`src/rtl/sb_alloc_ctrl.sv`:
```
// sb_alloc_ctrl
// -------------
// Scoreboard allocation controller. Issue is handed in-order transaction
// ids from a circular pool of NR_ENTRIES slots. Writebacks mark slots as
// done in any order. Up to NR_COMMIT_PORTS of the oldest slots retire in
// order once they are done. A flush or a reset empties the whole pool.
//
// Optional feature:
//   SB_ALLOC_CTRL_WB_BYPASS_EN - when defined, a writeback that targets a
//   slot in the current cycle already counts as done for commit, so the
//   slot can retire in the same cycle as its writeback.
//
// Ports:
//   clk_i           clock, all state is rising-edge
//   rst_i           asynchronous active-high reset
//   flush_i         discard every entry at the next edge
//   alloc_valid_i   issue asks for an entry
//   alloc_ready_o   an entry can be granted this cycle
//   alloc_id_o      id granted on the alloc handshake (issue pointer)
//   wb_valid_i      writeback strobe
//   wb_id_i         id being written back
//   commit_valid_o  bit k: slot (commit pointer + k) can retire
//   commit_id_o     slice k: id presented on commit port k
//   commit_ack_i    bit k: commit accepts port k
//   occupancy_o     number of live entries

module sb_alloc_ctrl #(
    parameter int NR_ENTRIES      = 8,
    parameter int NR_COMMIT_PORTS = 2
) (
    input  logic                           clk_i,
    input  logic                           rst_i,
    input  logic                           flush_i,
    input  logic                           alloc_valid_i,
    output logic                           alloc_ready_o,
    output logic [$clog2(NR_ENTRIES)-1:0]  alloc_id_o,
    input  logic                           wb_valid_i,
    input  logic [$clog2(NR_ENTRIES)-1:0]  wb_id_i,
    output logic [NR_COMMIT_PORTS-1:0]     commit_valid_o,
    output logic [NR_COMMIT_PORTS*$clog2(NR_ENTRIES)-1:0] commit_id_o,
    input  logic [NR_COMMIT_PORTS-1:0]     commit_ack_i,
    output logic [$clog2(NR_ENTRIES):0]    occupancy_o
);

    localparam int IDW = $clog2(NR_ENTRIES);

    logic [NR_ENTRIES-1:0]      valid_q;
    logic [NR_ENTRIES-1:0]      done_q;
    logic [NR_ENTRIES-1:0]      valid_d;
    logic [NR_ENTRIES-1:0]      done_d;
    logic [IDW-1:0]             issue_ptr;
    logic [IDW-1:0]             commit_ptr;
    logic [IDW:0]               occupancy;
    logic                       alloc_fire;
    logic [IDW-1:0]             head_idx [NR_COMMIT_PORTS];
    logic [NR_COMMIT_PORTS-1:0] commit_valid;
    logic [NR_COMMIT_PORTS-1:0] retire_mask;
    logic [IDW:0]               retire_cnt;

    // Ready comes from registered occupancy only, so a commit in the same
    // cycle never opens up a slot early. Reset holds it low.
    assign alloc_ready_o = !rst_i && !flush_i
                           && (occupancy < (IDW+1)'(NR_ENTRIES));
    assign alloc_fire    = alloc_valid_i && alloc_ready_o;
    assign alloc_id_o    = issue_ptr;
    assign occupancy_o   = occupancy;
    assign commit_valid_o = commit_valid;

    // Slot index seen by each commit port, wrapping naturally in IDW bits.
    always_comb begin
        for (int k = 0; k < NR_COMMIT_PORTS; k++) begin
            head_idx[k] = commit_ptr + IDW'(k);
            commit_id_o[k*IDW +: IDW] = head_idx[k];
        end
    end

    // A port is retirable only if every older port is retirable too, so
    // the valid vector is always a prefix of ones.
    always_comb begin
        logic run;
        logic entry_done;
        run          = 1'b1;
        entry_done   = 1'b0;
        commit_valid = '0;
        for (int k = 0; k < NR_COMMIT_PORTS; k++) begin
            entry_done = done_q[head_idx[k]];
`ifdef SB_ALLOC_CTRL_WB_BYPASS_EN
            entry_done = entry_done
                         || (wb_valid_i && (wb_id_i == head_idx[k]));
`endif
            run = run && valid_q[head_idx[k]] && entry_done;
            commit_valid[k] = run;
        end
    end

    // Only the leading run of accepted ports retires; an ack after the
    // first gap is dropped so retirement stays strictly in order.
    always_comb begin
        logic run;
        run         = 1'b1;
        retire_mask = '0;
        retire_cnt  = '0;
        for (int k = 0; k < NR_COMMIT_PORTS; k++) begin
            run = run && commit_ack_i[k] && commit_valid[k];
            retire_mask[k] = run;
            retire_cnt = retire_cnt + (IDW+1)'(run);
        end
    end

    // Per-slot next state. Writeback only lands on live slots, retire
    // clears the slot, and a fresh alloc claims the slot under the issue
    // pointer. The allocated slot is never live, so it cannot collide with
    // a writeback or a retire in the same cycle.
    always_comb begin
        valid_d = valid_q;
        done_d  = done_q;
        if (wb_valid_i && valid_q[wb_id_i]) begin
            done_d[wb_id_i] = 1'b1;
        end
        for (int k = 0; k < NR_COMMIT_PORTS; k++) begin
            if (retire_mask[k]) begin
                valid_d[head_idx[k]] = 1'b0;
                done_d[head_idx[k]]  = 1'b0;
            end
        end
        if (alloc_fire) begin
            valid_d[issue_ptr] = 1'b1;
            done_d[issue_ptr]  = 1'b0;
        end
    end

    // State registers. Flush wins over every same-cycle request.
    always_ff @(posedge clk_i or posedge rst_i) begin
        if (rst_i) begin
            valid_q    <= '0;
            done_q     <= '0;
            issue_ptr  <= '0;
            commit_ptr <= '0;
            occupancy  <= '0;
        end else if (flush_i) begin
            valid_q    <= '0;
            done_q     <= '0;
            issue_ptr  <= '0;
            commit_ptr <= '0;
            occupancy  <= '0;
        end else begin
            valid_q    <= valid_d;
            done_q     <= done_d;
            issue_ptr  <= issue_ptr + IDW'(alloc_fire);
            commit_ptr <= commit_ptr + retire_cnt[IDW-1:0];
            occupancy  <= occupancy + (IDW+1)'(alloc_fire) - retire_cnt;
        end
    end

endmodule

```
`config.mk`:
```
export PLATFORM = sky130hd
export DESIGN_NAME = sb_alloc_ctrl
export DESIGN_NICKNAME = d
export VERILOG_FILES = /design/src/rtl/sb_alloc_ctrl.sv
export SDC_FILE = /design/constraint.sdc
export NUM_CORES = 1
export LEC_CHECK = 0
export CORE_ASPECT_RATIO = 2
export CORE_MARGIN = 2
export CORE_UTILIZATION = 50
export DETAILED_ROUTE_END_ITERATION = 10
export DONT_BUFFER_PORTS = 1
export PLACE_DENSITY_LB_ADDON = 0.12
export SLEW_MARGIN = 40
export SYNTH_ARGS = -nofsm -noshare
export SYNTH_HDL_FRONTEND = slang
export SYNTH_SLANG_ARGS = --single-unit
```
`constraint.sdc`:
```
create_clock -name clk_i -period 4.2 [get_ports clk_i]
set_clock_uncertainty 0.2 [all_clocks]
set_input_delay 0.21 -clock clk_i [delete_from_list [all_inputs] [get_ports clk_i]]
set_output_delay 0.21 -clock clk_i [all_outputs]
set_load 0.03 [all_outputs]
```
==> metrics.md <==
| Metric | Value |
|---|---|
| Status | finished, final reports clean |
| Yosys warnings | 0 |
| Layout cells sized above 1 | a little under a tenth |
| Htree depth | 1 |
| Pins Over Slew Limit | 0 |
| Clock network power share | 40.7% |
| CP peak stage delay | roughly 0.58 ns |
| FF-to-FF Start | commit_ptr[2] |
| Peak supply drop | 0.000273 V |
| CP required | 4.14 ns |
| F_max | between 0.2 and 0.3 GHz |
| Area of the die | approximately 4200 um^2 |
| Xor and xnor area share after synthesis | 3.23% |
| Number of diodes | 0 |
| Clock Latency Late Sink | 0.28 ns |
| Antenna violations before repair | 0 |
| Post-synthesis cell area | 1860 um^2 |
| Worst setup path startpoint | commit_ptr[2] |
| Die Width | between 40 and 50 um |
| Endpoint type of the worst setup path | flop |
| Grt ovf | 0 |
| GPL Wtd Cong | 0.939 |
| Mapped Nets | 227 |
| Worst-path fanout max | 7 |
| Asr flop ratio synth | 100% |
| I/O Pins | 26 |
| Setup bufs post-CTS | 0 |
| Post-CTS resize count | 0 |
| Fill cells | 353 |
| Worst-margin pin slew | 0.824 ns |
| Clk sinks | 26 |
| CTS max path bufs | 2 |
| GRT Total Usage | 26.7% |
| CP startpoint kind | flop |
| First-pass GRT wire length | 8200 um |
| Compound-Gate Fraction of Synth Area | 16.2% |
| Sequential power share | 51.5% |
| Main flop type after synthesis | dfrtp_1 |
| Via density | approximately 6.5 |
| Vias in the first global route | 1758 |
| RSZ-0062 raised after global routing | false |
| Setup TNS | 0 ns |
| PD cells | 255 nW/um^2 |
| Hold Buf Count CTS | 5 |
| Hold Startpoint | flush_i |
| Initial Util | 51.5% |
| Fin crit share | 89.7% |
| Fraction of the mapped netlist area in simple logic gates | 28.6% |
| Avg Cell Area, Syn | 9.06 um^2 |
| Root buf cell | clkbuf_8 |
| Fin nets | roughly 240 |
| # DRC | 0 |
| Sw Pwr | 124 uW |
| Routed via count | 1685 |
| I/O Buffers | 0 |
| Sw Share | 23.7% |
| Slew HR | 44.3% |
| Internal power | 399 uW |
| Number of DRC markers in iteration 0 | 48 |
| Final min period | 3.77 ns |
| Final Util | 56.9% |
| HP Class | primary input to flop |
| Drt wl/cell | 19.7 um |
| CP max-delay cell | dfrtp_1 |
| Largest net degree at the start of global routing | 27 |
| Final ANT Viol Nets | 0 |
| Synthesized-area fraction occupied by adder cells | 8.89% |
| Worst path cell trace | xnor2_2, inv_2, o211a_1, o32ai_1, nand2_1, nor4_1, ha_1, inv_1, ha_1, ha_1, a21o_1, a21oi_1, xnor2_1, nor2_1 |
| Critical path arrival | 3.71 ns |
| TritonCTS Buffers | 3 |
| First drt pass iteration count | 4 |
| Cell repeated most along the worst path | ha_1 |
| Largest family of logic cells by synthesized area | simple AND/OR/NAND/NOR gates |
| Post-synth EDFFs | 0 |
| Max Cap Viol | 0 |
| Row count | 31 |
| Final wirelength | 5150 um |
| CTS tree | yes |
| Combinational power share | 7.8% |
| Setup violators final | 0 |
| Clk slew on worst S/H paths | around 0.1 ns |
| Hold Fails Final Rpt | 0 |
| Worst setup path class | flop to flop |
| Yosys cell types | 50 |
| Post-synthesis cell count | slightly above 200 |
| P_leak | 0.898 nW |
| Post-synthesis sequential element count | 26 |
| P&R area growth vs syn | 10.5% |
| Die Y | 90.2 um |
| Mux cell area share after synthesis | about 2.8% |
| Core Area | 3610 um^2 |
| Sequential area share after synthesis | between 30% and 40% |
| Post-DP HPWL | between 3000 and 4000 um |
## critical path: cells and delay by family (launching register included)
kind | cells | cell delay, ns
xor gates and xnor gates | 2 | 0.52
and+or+nand+nor | 3 | 0.46
buffers and inverters | 2 | 0.26
DFF | 1 | 0.58
adders and majority gates | 3 | 0.83
AOI/OAI and AO/OA | 4 | 0.79
## through the flow
step,area [um^2],total power [mW],hold WS (ns),worst slack [ns],std cells
after floorplan,1860,0.304,0.0500,0.500,205
after global placement,1930,0.307,0.0801,0.592,252
after detailed placement,1930,0.309,-0.0205,0.484,252
after CTS,2050,0.525,0.0127,0.445,261
after global routing,2050,0.541,0.0221,0.233,261
final,2050,0.524,0.00369,0.431,261
## state kept, by name, summed over array words and instances, names as in the netlist
name	count
valid_q	8
occupancy_o	4
done_q	8
alloc_id_o	3
commit_ptr	3
## final cells by class
type / instances / area [um^2] / area share (%)
inverter: 18 / 67.6 / 3.29
sequential: 26 / 651 / 31.7
clock inverter: 1 / 30.0 / 1.46
clock buffer: 3 / 41.3 / 2.01
timing repair buffer: 10 / 87.6 / 4.27
multi-input combinational: 154 / 1110 / 54.3
tap: 49 / 61.3 / 2.99
## synthesized netlist by cell type, drive strengths merged (3+ instances only)
master	number	area, um^2
a21oi	5	25.0
a41oi	4	35.0
and3	8	50.1
buf	4	18.8
clkbuf	3	11.3
dfrtp	26	651
ha	10	125
inv	17	63.8
mux2i	3	30.0
nand2	15	56.3
nand3	9	45.0
nand4	4	25.0
nor2	11	41.3
nor2b	10	62.6
nor3	7	35.0
nor3b	7	52.6
nor4	3	18.8
nor4b	3	26.3
o211ai	4	30.0
o21ai	3	15.0
o32ai	6	52.6
or3b	3	26.3
xnor2	4	42.6
## layer usage
metal	wire [um]	GRT usage, %	vias up
met5	0	0	-
met4	243	12.5	0
met3	309	5.22	21
met2	2900	47.8	70
met1	1710	26.7	823
li1	-	-	771
## kinds of logic (layout without fill, tap and decap cells)
| family | Yosys count | after routing |
|---|---|---|
| multiplexers | 5 | 5 |
| buffers and inverters | 25 | 32 |
| flip-flops | 26 | 26 |
| XOR/XNOR | 6 | 6 |
| adder cells (fa/ha/maj) | 12 | 12 |
| AND/OR/NAND/NOR | 92 | 92 |
| AO/OA/AOI/OAI | 39 | 39 |
## path summary, 6_finish.rpt
path | to | slack (ns) | depth (start not counted)
max reg2reg | occupancy_o[3] | 0.43 | 14
min reg2reg | valid_q[3] | 0.36 | 1
min in group asynchronous | alloc_id_o[0] | 0.23 | 2
max | occupancy_o[3] | 0.43 | 14
max in group asynchronous | done_q[3] | 3.21 | 2
min | done_q[6] | 0.004 | 2
## cell usage in the layout (no fill, tap or decap), types with 4 or more instances in the layout
| master | count |
|---|---|
| nor3_1 | 6 |
| nand3_1 | 9 |
| nand4_1 | 4 |
| nor2_1 | 11 |
| o32ai_1 | 6 |
| a21oi_1 | 5 |
| dlygate4sd3_1 | 5 |
| buf_4 | 5 |
| ha_1 | 10 |
| o211ai_1 | 4 |
| nor2b_1 | 10 |
| nor3b_1 | 7 |
| nand2_1 | 15 |
| and3_1 | 8 |
| inv_1 | 15 |
| a41oi_1 | 4 |
| dfrtp_1 | 26 |
## power by group through the flow
stage | clock, mW | sequential, mW | combinational, mW
finish | 0.213 | 0.270 | 0.0409
global route | 0.225 | 0.270 | 0.0457
CTS | 0.214 | 0.270 | 0.0419
detailed placement | 0 | 0.274 | 0.0348
global placement | 0 | 0.274 | 0.0332
floorplan | 0 | 0.272 | 0.0317
No activity file was read; power rests on OpenSTA's default activity.
